--- config.mk ---
export PLATFORM = sky130hd
export DESIGN_NAME = dp_robertson
export DESIGN_NICKNAME = d
export VERILOG_FILES = /design/src/rtl/dp_robertson.sv
export SDC_FILE = /design/constraint.sdc
export NUM_CORES = 1
export LEC_CHECK = 0
export BUFFER_PORTS_ARGS = -buffer_cell sky130_fd_sc_hd__buf_4
export CAP_MARGIN = 30
export CORE_MARGIN = 3
export CORE_UTILIZATION = 55
export CTS_BUF_LIST = sky130_fd_sc_hd__clkbuf_8 sky130_fd_sc_hd__clkbuf_16
export CTS_CLUSTER_SIZE = 16
export DETAILED_ROUTE_END_ITERATION = 7
export HOLD_SLACK_MARGIN = 0.06
export PLACE_DENSITY_LB_ADDON = 0.2
export SETUP_SLACK_MARGIN = 0.3
export SLEW_MARGIN = 40
export SYNTH_ARGS = -nofsm -noshare
export SYNTH_HDL_FRONTEND = slang
export SYNTH_SLANG_ARGS = --single-unit
--- constraint.sdc ---
create_clock -name clk -period 2.3 [get_ports clk]
set_clock_uncertainty 0.2 [all_clocks]
set_input_delay 0.115 -clock clk [delete_from_list [all_inputs] [get_ports clk]]
set_output_delay 0.115 -clock clk [all_outputs]
set_load 0.1 [all_outputs]
--- src/rtl/dp_robertson.sv ---
// Datapath for Robertson two's-complement multiplication. Executes the micro-ops
// strobed on c[7:0] and reports q0/count back to the control unit.
module dp_robertson #(
  parameter int WIDTH = 8
) (
  input  logic             clk,
  input  logic             rst_n,
  input  logic [7:0]       c,
  input  logic [WIDTH-1:0] inbus,
  output logic [WIDTH-1:0] outbus,
  output logic             out_valid,
  output logic             q0,
  output logic             count
);

  localparam int CW = $clog2(WIDTH);

  logic [WIDTH-1:0] a, q, m;
  logic             f;
  logic [CW-1:0]    cnt;

  logic             arith, shift;
  logic [WIDTH-1:0] a_add, a_sub;

  // Loads outrank the arithmetic step, which in turn blocks the shift.
  assign arith = c[2] & ~c[0] & ~c[1];
  assign shift = c[3] & ~c[2] & ~c[1] & ~c[0];
  assign a_add = a + m;
  assign a_sub = a + ~m + WIDTH'(1);

  assign q0    = q[0];
  assign count = (cnt == CW'(WIDTH-2));

  always_ff @(posedge clk or negedge rst_n) begin
    if (!rst_n) begin
      a         <= '0;
      q         <= '0;
      m         <= '0;
      f         <= 1'b0;
      cnt       <= '0;
      outbus    <= '0;
      out_valid <= 1'b0;
    end else begin
      if (c[0]) begin
        m   <= inbus;
        a   <= '0;
        f   <= 1'b0;
        cnt <= '0;
      end else begin
        if (c[4]) cnt <= cnt + CW'(1);
        if (arith) begin
          a <= c[5] ? a_sub : a_add;
          // F latches once a negative multiplicand has been added in.
          if (!c[5]) f <= f | (m[WIDTH-1] & q[0]);
        end else if (shift) begin
          a <= {f, a[WIDTH-1:1]};
        end
      end

      if (c[1])               q    <= inbus;
      else if (arith && c[5]) q[0] <= 1'b0;
      else if (shift)         q    <= {a[0], q[WIDTH-1:1]};

      if (c[6])      outbus <= a;
      else if (c[7]) outbus <= q;
      out_valid <= c[6] | c[7];
    end
  end

endmodule
# == Word level (Yosys, flattened, before mapping) ==
# Index checks and enable logic that the tools add are counted.
# totals
ff_bits,37
in_bits,18
output_inout_bits,11
word_cells,51
# op_classes
add_sub_neg,4
n_eq_ne,3
n_mux,15
bitwise,12
n_reduce_logical,9
# op_table
operator,n
2-to-1 mux 8 bit,8
adder 8 bit,2
adder 8 x 1 -> 8 bit (second input constant),1
inverter 8 bit,1
nonzero test 2 bit,4
2-to-1 mux 7 bit,1
bitwise AND 1 bit,6
2-to-1 mux 3 bit,2
nonzero test 3 bit,2
2-to-1 mux 1 bit,4
inequality test 2 bit (second input constant),2
AND reduction 2 bit,2
adder 3 x 1 -> 3 bit (second input constant),1
== test 3 bit (second input constant),1
inverter 1 bit,3
bitwise OR 1 bit,2
logical AND 1 bit,1

# == Logic depth before layout (Yosys ltp) ==
# Gate-level depths: netlist (run 1).
# logic_depth
word_depth,7
ltp_mapped,8
depth_no_buf,8

# == Worst setup path after synthesis (run 1) ==
# Ideal clock, no wire load.
# synth_path
kind,register to register
start,register a[2]
end,register a[6]
setup_time_ns,0.065
arrival_time_ns,1.861
required_ns,2.035
slack_ns,0.173
path_stages_with_launch,8
n_path_buf,1
synth_period_minus_slack_ns,2.127
cell_sequence,dfrtp_1 ha_1 buf_6 nand2b_4 a211o_1 a21o_1 a2111o_1 nand2_1
# synth_between
elab_chain_len,5
elab_cells_between_ends,6
classes_between,add/sub (3); mux (3)
# synth_rtl
element,line,text
from (decl),18,"logic [WIDTH-1:0] a, q, m;"
from (signal assigned),52,a <= c[5] ? a_sub : a_add;
from (signal assigned),56,"a <= {f, a[WIDTH-1:1]};"
adder 8 bit,29,assign a_sub = a + ~m + WIDTH'(1);
adder 8 x 1 -> 8 bit,29,
2-to-1 mux 8 bit (*),52,
2-to-1 mux 8 bit (*),51,if (arith) begin
2-to-1 mux 8 bit (*),44,if (c[0]) begin
# Mark *: on every way between the ends. The rest lies on a longest branch, timed or not.
# A chain may end at the register's enable or synchronous reset.

# == Worst setup path in the final report (run 1) ==
# layout_path
start,register a[0]
end,register a[4]
# The elaborated chain is that of the path after synthesis.

==> out/metrics.cfg, run 1 <==
[outcome]
status = complete, no violations

[critical_path]
end_kind = register
max_stage_delay_ns = 0.45
crit_chain = inv_2 -> ha_4 -> fa_2 -> and3b_2 -> o21ai_0 -> o31ai_2 -> xnor2_1 -> o22ai_1
reg2reg_from = a[0]
r2r_cells = 8
crit_path_start_kind = register
crit_required_ns = 2.26
reg2reg_slack_ns = 0.22
path_buf_inv = 1
crit_fanout = 3
cp_top_family = flip-flops
cp.arrival_ns = 2.03
cp_slowest_cell = dfrtp_2
critical_path_class = register to register
r2r_end = a[4]

[sta]
slew_headroom_pct = 68.3
fmax_mhz = 482
fin_crit_ns = 2.08
tns_ns = 0
tightest_slew_ns = 0.475
finalHoldViolCount = 0
rsz0062_at_grt = true
setup_viol_count_final = 0
slew_viol_final = 0
setup_slack_ns = 0.224
final.period_utilization_pct = 90.3

[placement]
hpwl_microns = 4070
gp_congestion = 0.866
placed_area_sq_um = 2610
io_buffers = 28
pre_cts_ws_ns = 0.0900

[logic_synthesis]
synth_edf_count = 0
ys_async_sr_fraction_pct = 100
synth_fp_nets = 300
yosysSeqAreaShare_pct = 38.7
ys.warnings.count = 0
synth_common_cells = 37 x dfrtp_1, 29 x nand2_1, 25 x nor2_1
synth_top_area_share_pct = 38.7
synth.most_common_cell = dfrtp_1
syn_area_sq_um = 2390
yosys.area.top_type = dfrtp_1
syn_avg_cell_area_sq_um = 9.07
ys_seq_elements = 37
synthFlopType = dfrtp_1
synth_top_cells_by_area = dfrtp_1 39%, ha_1 8.4%, mux2i_1 7.9%, o21ai_0 4.8%, nand2_1 4.5%
synthCells = 264
ys_types = 47

[drt]
vias = 2215
drtIter0Drc = 179
wl_microns = 6490
drt-wirelength-per-cell_microns = 17.7
final_antenna_net_count = 0
remaining_drc_errors = 0
vias_per_cell = 6.05
firstDrtPassIters = 5

[clock_tree]
cts.sinks = 37
root_buffer = clkbuf_8
cts_tree = done
clkTransAtPathRegs_ns = 0.08
insertion_delay_ns = 0.30
cts_made_buffers = 5
cts_max_path_buffers = 2
cts.htree.levels = 2

[hold_path]
hold_class = input port to asynchronous set/reset pin

[cells_and_area]
antenna_cells = 0
area_delta_synth_final_pct = 31.8
num-nets-final = 351
fin_util_pct = 77.2
fin_area_sq_um = 3160
drive_gt1_share_pct = 25.6

[power_and_ir_drop]
ir_drop_uv = 532
power_density_nw_per_um2 = 721
p_leak_nw = 1.48

[global_route]
grt_first_pass_wirelength_microns = 10500
antenna_found_initial = 0
grt_pass1_vias = 2170
grt_remaining_overflow = 0
grt_use_total_pct = 26.2
grt_max_degree = 38

[floorplan]
fp-row-count = 23
dieArea_sq_um = 5180
ios = 29
die_h_microns = 72.0
initial_core_util_pct = 58.6
core_area_sq_um = 4090
fp.dieW_microns = 72.0

[job]
cap_violations = 0

-- flip-flops by register name (all words and copies together), names as in the netlist --
signal and count:
a 8, m 8, outbus 8, q 8, cnt 3, f 1, out_valid 1
-- power by group --
part	switching, mW	internal (mW)	leakage [nW]	total, mW
Sequential	0.0801	0.727	0.466	0.807
Combinational	0.487	0.304	0.942	0.790
Clock	0.248	0.431	0.0681	0.679
-- worst register-to-register path, stage by stage, from the launching register on --
cell and delay [ns]:
dfrtp_2 0.45, inv_2 0.09, ha_4 0.14, fa_2 0.19
and3b_2 0.22, o21ai_0 0.20, o31ai_2 0.12, xnor2_1 0.24
o22ai_1 0.10
-- cells in the final DEF (no fill, tap or decap), drive strengths merged, types with 6 or more instances in the layout --
| master | synthesis | layout |
|---|---|---|
| a21oi | 11 | 11 |
| a22oi | 6 | 6 |
| buf | 7 | 39 |
| dfrtp | 37 | 37 |
| dlygate4sd3 | 0 | 20 |
| ha | 16 | 16 |
| inv | 17 | 17 |
| mux2i | 19 | 19 |
| nand2 | 29 | 29 |
| nor2 | 25 | 25 |
| o21ai | 23 | 23 |
-- area by class of cell --
cell class / count / area [sq um]
fill: 268 / 931
clock buffer: 5 / 68.8
timing repair buffer: 59 / 494
sequential: 37 / 932
multi-input combinational: 195 / 1470
tap: 50 / 62.6
clock inverter: 3 / 65.1
inverter: 17 / 63.8
-- what timing repair did --
| item | CTS | global route |
|---|---|---|
| resized for setup | 20 | 16 |
| pin swaps | 4 | 10 |
| endpoints found under the setup margin | 5 | 6 |
| hold endpoints to repair | 70 | 0 |
| setup buffers | 5 | 3 |
| hold buffers | 20 | 0 |
-- per-stage QoR --
stage	hold slack [ns]	instances	total power, mW
after floorplan	-0.381	264	1.30
after global placement	-0.0957	329	1.45
after detailed placement	-0.0942	330	1.46
after CTS	0.143	363	2.21
after global routing	0.143	366	2.37
final	0.112	366	2.28
-- logic make-up after synthesis --
group / Yosys count / synth area share (%)
fa+ha+maj: 18 / 10.0
buf+inv: 32 / 5.80
compound gates: 71 / 19.4
xor+xnor: 5 / 1.83
mux: 21 / 8.88
simple gates: 80 / 15.4
flops: 37 / 38.7
-- per-layer routing --
metal | up-vias | wire [microns] | part of all wire (%) | global-route usage (%)
li1 | 1024 | - | - | -
met1 | 1065 | 2750 | 42 | 34.7
met2 | 106 | 3150 | 49 | 43.5
met3 | 20 | 437 | 6.7 | 4.29
met4 | 0 | 156 | 2.4 | 9.60
met5 | - | 0 | 0 | 0
-- worst max-delay path by stage --
| stage | startpoint | endpoint | slack, ns | cells past startpoint |
|---|---|---|---|---|
| floorplan | a[2] | a[6] | 0.29 | 7 |
| global placement | a[0] | a[4] | 0.08 | 7 |
| detailed placement | a[0] | a[4] | 0.09 | 7 |
| CTS | m[0] | a[4] | 0.26 | 7 |
| global route | a[0] | a[4] | 0.14 | 8 |
| finish | a[0] | a[4] | 0.22 | 8 |
(Power assumes the default switching activity.)
==> run 2, diff against run 1 <==
- CELL_PAD_IN_SITES_DETAIL_PLACEMENT: unset -> 1
- CELL_PAD_IN_SITES_GLOBAL_PLACEMENT: unset -> 1
- CORE_UTILIZATION: 55 -> 44
==> run 2 against run 1 <==
Against the previous run:
- fmax is 2.5% higher
- wire length is 27% higher
- combinational power is 7.6% higher
==> out/metrics.cfg, run 2 (synthesized netlist as in run 1, its figures left out) <==
[floorplan]
fp-row-count = 26
dieArea_sq_um = 6360
core_area_sq_um = 5170
fp.dieW_microns = 79.8
ios = 29
die_h_microns = 79.8
initial_core_util_pct = 46.3

[clock_tree]
cts_made_buffers = 5
cts.sinks = 37
clkTransAtPathRegs_ns = 0.08
cts.htree.levels = 2
cts_max_path_buffers = 2
root_buffer = clkbuf_8
cts_tree = done
insertion_delay_ns = 0.29

[placement]
hpwl_microns = 4800
dpl.cell_count = 348
io_buffers = 28
gp_congestion = 0.851

[cells_and_area]
final_common_cell = buf_4
drive_gt1_share_pct = 27.2
antenna_cells = 0
final_cell_mix = 39 x buf_4, 30 x dfrtp_1, 28 x nand2_1, 27 x dlygate4sd3_1, 25 x nor2_1
area_delta_synth_final_pct = 35.6
num-nets-final = 358
instances_no_fill = 393
fin_util_pct = 62.8

[global_route]
grt_first_pass_wirelength_microns = 13400
grt_max_degree = 38
grt_use_total_pct = 27.4
grt_pass1_vias = 2490
grt_remaining_overflow = 0
antenna_found_initial = 0

[power_and_ir_drop]
ir_drop_uv = 577
power_density_nw_per_um2 = 697
p_leak_nw = 1.49

[sta]
slew_viol_final = 0
rsz0062_at_grt = true
fin_crit_ns = 2.03
finalHoldViolCount = 0
setup_viol_count_final = 0
tns_ns = 0
slew_headroom_pct = 57.3
fmax_mhz = 494
tightest_slew_ns = 0.641
whs_ns = 0.128
final.period_utilization_pct = 88.1

[drt]
drtIter0Drc = 150
remaining_drc_errors = 0
drt-wirelength-per-cell_microns = 20.9
firstDrtPassIters = 4
final_antenna_net_count = 0
wl_microns = 8230
vias_per_cell = 5.93
vias = 2332

[critical_path]
crit_path_start_kind = register
crit_required_ns = 2.33
cp.arrival_ns = 2.06
end_kind = register
crit_fanout = 8
critical_path_class = register to register

[hold_path]
hold_class = input port to asynchronous set/reset pin

[outcome]
status = complete, no violations

[job]
cap_violations = 0

run 2: cell types whose count changed in the layout (fill, tap and decap cells not counted), sizes merged:
| cell | previous run | this run |
|---|---|---|
| dlygate4sd3 | 20 | 27 |
| clkbuf | 5 | 6 |
| clkinvlp | 0 | 1 |
| clkinv | 1 | 0 |
| bufinv | 2 | 1 |
run 2: critical path: stages (launching register included):
cell,delay (ns)
dfrtp_1,0.42
inv_2,0.10
ha_4,0.23
nand2b_4,0.15
a211o_1,0.26
a21o_1,0.18
a2111o_1,0.36
nand2_1,0.07
run 2: where the power goes:
part	leakage, nW	total [mW]	switching, mW	internal, mW
registers	0.463	0.809	0.0812	0.727
logic	0.967	0.850	0.525	0.325
clock network	0.0574	0.607	0.254	0.353
total	1.49	2.26	0.859	1.41
run 2: cell type report:
class	instances	area, sq um
Fill cell	564	1920
Multi-Input combinational cell	195	1480
Sequential cell	37	935
Timing Repair Buffer	66	563
Tap cell	70	87.6
Clock buffer	6	82.6
Inverter	17	63.8
Clock inverter	2	37.5
run 2: path summary, 6_finish.rpt:
| check | slack (ns) | endpoint | startpoint | cells after the start |
|---|---|---|---|---|
| max | 0.27 | a[6] | m[2] | 7 |
| min | 0.13 | m[6] | rst_n | 2 |
| max reg2reg | 0.27 | a[6] | m[2] | 7 |
| min reg2reg | 0.33 | q[2] | q[2] | 2 |
| max in group asynchronous | 1.40 | a[2] | rst_n | 2 |
| min in group clk | 0.14 | a[1] | c[0] | 3 |
run 2: layer usage:
layer | track usage (%) | up-vias | routed length, microns
li1 | - | 1037 | -
met3 | 4.18 | 31 | 405
met5 | 0 | - | 0
met4 | 9.29 | 0 | 257
met1 | 35.0 | 1173 | 3430
met2 | 47.2 | 91 | 4140
run 2: repair_timing:
action,in CTS,in global routing
hold buffers,27,0
gates resized for setup,26,16
buffers inserted,4,6
endpoints found under the setup margin,6,8
pin swaps,14,12
endpoints found under the hold margin,69,0
run 2: through the flow:
| step | total power [mW] | cell area [sq um] | worst slack (ns) |
|---|---|---|---|
| 5_1_grt | 2.37 | 3250 | 0.183 |
| 4_1_cts | 2.18 | 3140 | 0.250 |
| 3_3_place_gp | 1.46 | 2630 | 0.101 |
| 2_1_floorplan | 1.30 | 2390 | 0.290 |
| 3_5_place_dp | 1.48 | 2630 | 0.0291 |
| 6_report | 2.26 | 3250 | 0.274 |
==> run 3, diff against run 2 <==
- CELL_PAD_IN_SITES_DETAIL_PLACEMENT: 1 -> unset
- CELL_PAD_IN_SITES_GLOBAL_PLACEMENT: 1 -> unset
- CORE_MARGIN: 3 -> unset
- CORE_UTILIZATION: 44 -> 55
==> run 3 against run 2 <==
Against the previous run:
- utilization is 14 points higher
- largest cell class unchanged
- critical path depth increased by 1
- combinational power shrank 9.2%
- global-route usage rose by 1.5 points
- largest power group is now registers
- highest routed layer unchanged
- total power shrank 4.1%
- design area decreased by 2.9%
- clock-buffer cell count unchanged
- die area is 27% lower
- sequential cell count did not move
- wire length is 27% lower
- setup slack worse by 0.019 ns
==> out/metrics.cfg, run 3 (synthesized netlist as in run 1, its figures left out) <==
[floorplan]
fp-row-count = 23
dieArea_sq_um = 4620
fp.dieW_microns = 68.0
ios = 29
initial_core_util_pct = 58.6
die_h_microns = 68.0
core_area_sq_um = 4090

[outcome]
status = complete, no violations

[power_and_ir_drop]
clkPwrFrac_pct = 27.4
p_seq_share_pct = 37.1
p_leak_nw = 1.45
sw_frac_of_total_pct = 36.8
intPower_mw = 1.37
p_sw_mw = 0.799
pwr-share-comb_pct = 35.5
power_density_nw_per_um2 = 689
ir_drop_uv = 609

[sta]
fmax_mhz = 489
finalHoldViolCount = 0
setup_viol_count_final = 0
final.period_utilization_pct = 88.9
tightest_slew_ns = 0.535
slew_viol_final = 0
rsz0062_at_grt = true
fin_crit_ns = 2.04
slew_headroom_pct = 64.3
tns_ns = 0

[critical_path]
crit_path_start_kind = register
end_kind = register
cp.arrival_ns = 2.03
critical_path_class = register to register
reg2reg_from = a[0]
crit_fanout = 3
r2r_cells = 8
r2r_end = a[6]
reg2reg_slack_ns = 0.26
crit_required_ns = 2.29

[clock_tree]
root_buffer = clkbuf_8
cts_made_buffers = 5
insertion_delay_ns = 0.30
cts.sinks = 37
clkTransAtPathRegs_ns = 0.08
cts.htree.levels = 2
cts_max_path_buffers = 2
cts_tree = done

[cells_and_area]
antenna_cells = 0
num-nets-final = 351
final_cell_mix = 34 x buf_4, 32 x dfrtp_1, 28 x nand2_1, 25 x nor2_1, 25 x dlygate4sd3_1
final_common_cell = buf_4
fin_area_sq_um = 3150
drive_gt1_share_pct = 25.3
area_delta_synth_final_pct = 31.7

[global_route]
antenna_found_initial = 0
grt_use_total_pct = 28.9
grt_max_degree = 38
grt_first_pass_wirelength_microns = 9670
grt_pass1_vias = 1992
grt_remaining_overflow = 0

[drt]
vias_per_cell = 5.93
wl_microns = 6050
final_antenna_net_count = 0
remaining_drc_errors = 0
firstDrtPassIters = 4
drtIter0Drc = 191
vias = 2170
drt-wirelength-per-cell_microns = 16.5

[placement]
gp_congestion = 0.919
placed_area_sq_um = 2600
hpwl_microns = 3830
io_buffers = 28

[hold_path]
hold_class = input port to asynchronous set/reset pin

[job]
cap_violations = 0

-- run 3: changes by cell type in the layout (fill, tap and decap cells not counted), sizes merged --
| cell | previous run | this run |
|---|---|---|
| buf | 39 | 34 |
| dlygate4sd3 | 27 | 25 |
-- run 3: through the flow --
step	hold WS (ns)	power, mW	utilization (%)	instances	worst slack (ns)
global placement	-0.0975	1.45	63.6	328	0.0802
finish	0.115	2.17	77.2	366	0.255
detailed placement	-0.0952	1.46	63.7	328	0.0903
floorplan	-0.381	1.30	-	264	0.290
global route	0.162	2.26	77.2	366	0.158
CTS	0.127	2.11	74.4	362	0.272
-- run 3: how the worst max path moves through the flow --
stage                     cells past startpoint    to  from  slack, ns
after CTS                                     7  a[4]  a[0]       0.27
after global placement                        7  a[4]  a[0]       0.08
after detailed placement                      7  a[4]  a[0]       0.09
after global routing                          8  a[6]  a[0]       0.16
final                                         8  a[6]  a[0]       0.26
after floorplan                               7  a[6]  a[2]       0.29
-- run 3: layer usage --
layer / vias to the layer above / global-route usage (%) / part of all wire [%]
li1: 1024 / - / -
met3: 8 / 5.17 / 5.4
met5: - / 0 / 0
met1: 1062 / 40.6 / 45
met2: 76 / 44.6 / 48
met4: 0 / 10.4 / 1.5
-- run 3: final cells by class --
| class | instances | area [sq um] |
|---|---|---|
| multi-input cells | 195 | 1470 |
| fillers | 264 | 933 |
| flip-flops and latches | 37 | 932 |
| repair buffers | 59 | 505 |
| clock buffers | 6 | 82.6 |
| inverters | 17 | 63.8 |
| well taps | 50 | 62.6 |
| clock inverters | 2 | 37.5 |
-- run 3: critical path: stages (launching register included) --
cell	delay, ns
dfrtp_2	0.44
inv_2	0.07
ha_4	0.14
fa_2	0.21
and3b_2	0.23
o2111ai_2	0.18
nand3_2	0.11
a221oi_2	0.27
nand2_1	0.08
-- run 3: power groups by stage --
stage	Combinational (mW)	Sequential, mW	Clock [mW]
4_1_cts	0.715	0.801	0.598
5_1_grt	0.829	0.815	0.617
6_report	0.772	0.805	0.595
3_3_place_gp	0.645	0.805	0
3_5_place_dp	0.647	0.809	0
2_1_floorplan	0.338	0.963	0
-- run 3: what timing repair did --
item | 4_1_cts | 5_1_grt
setup endpoints to repair | 4 | 6
setup buffers | 1 | 4
endpoints found under the hold margin | 70 | 0
pin swaps | 1 | 12
hold buffers | 25 | 0
resized for setup | 17 | 20
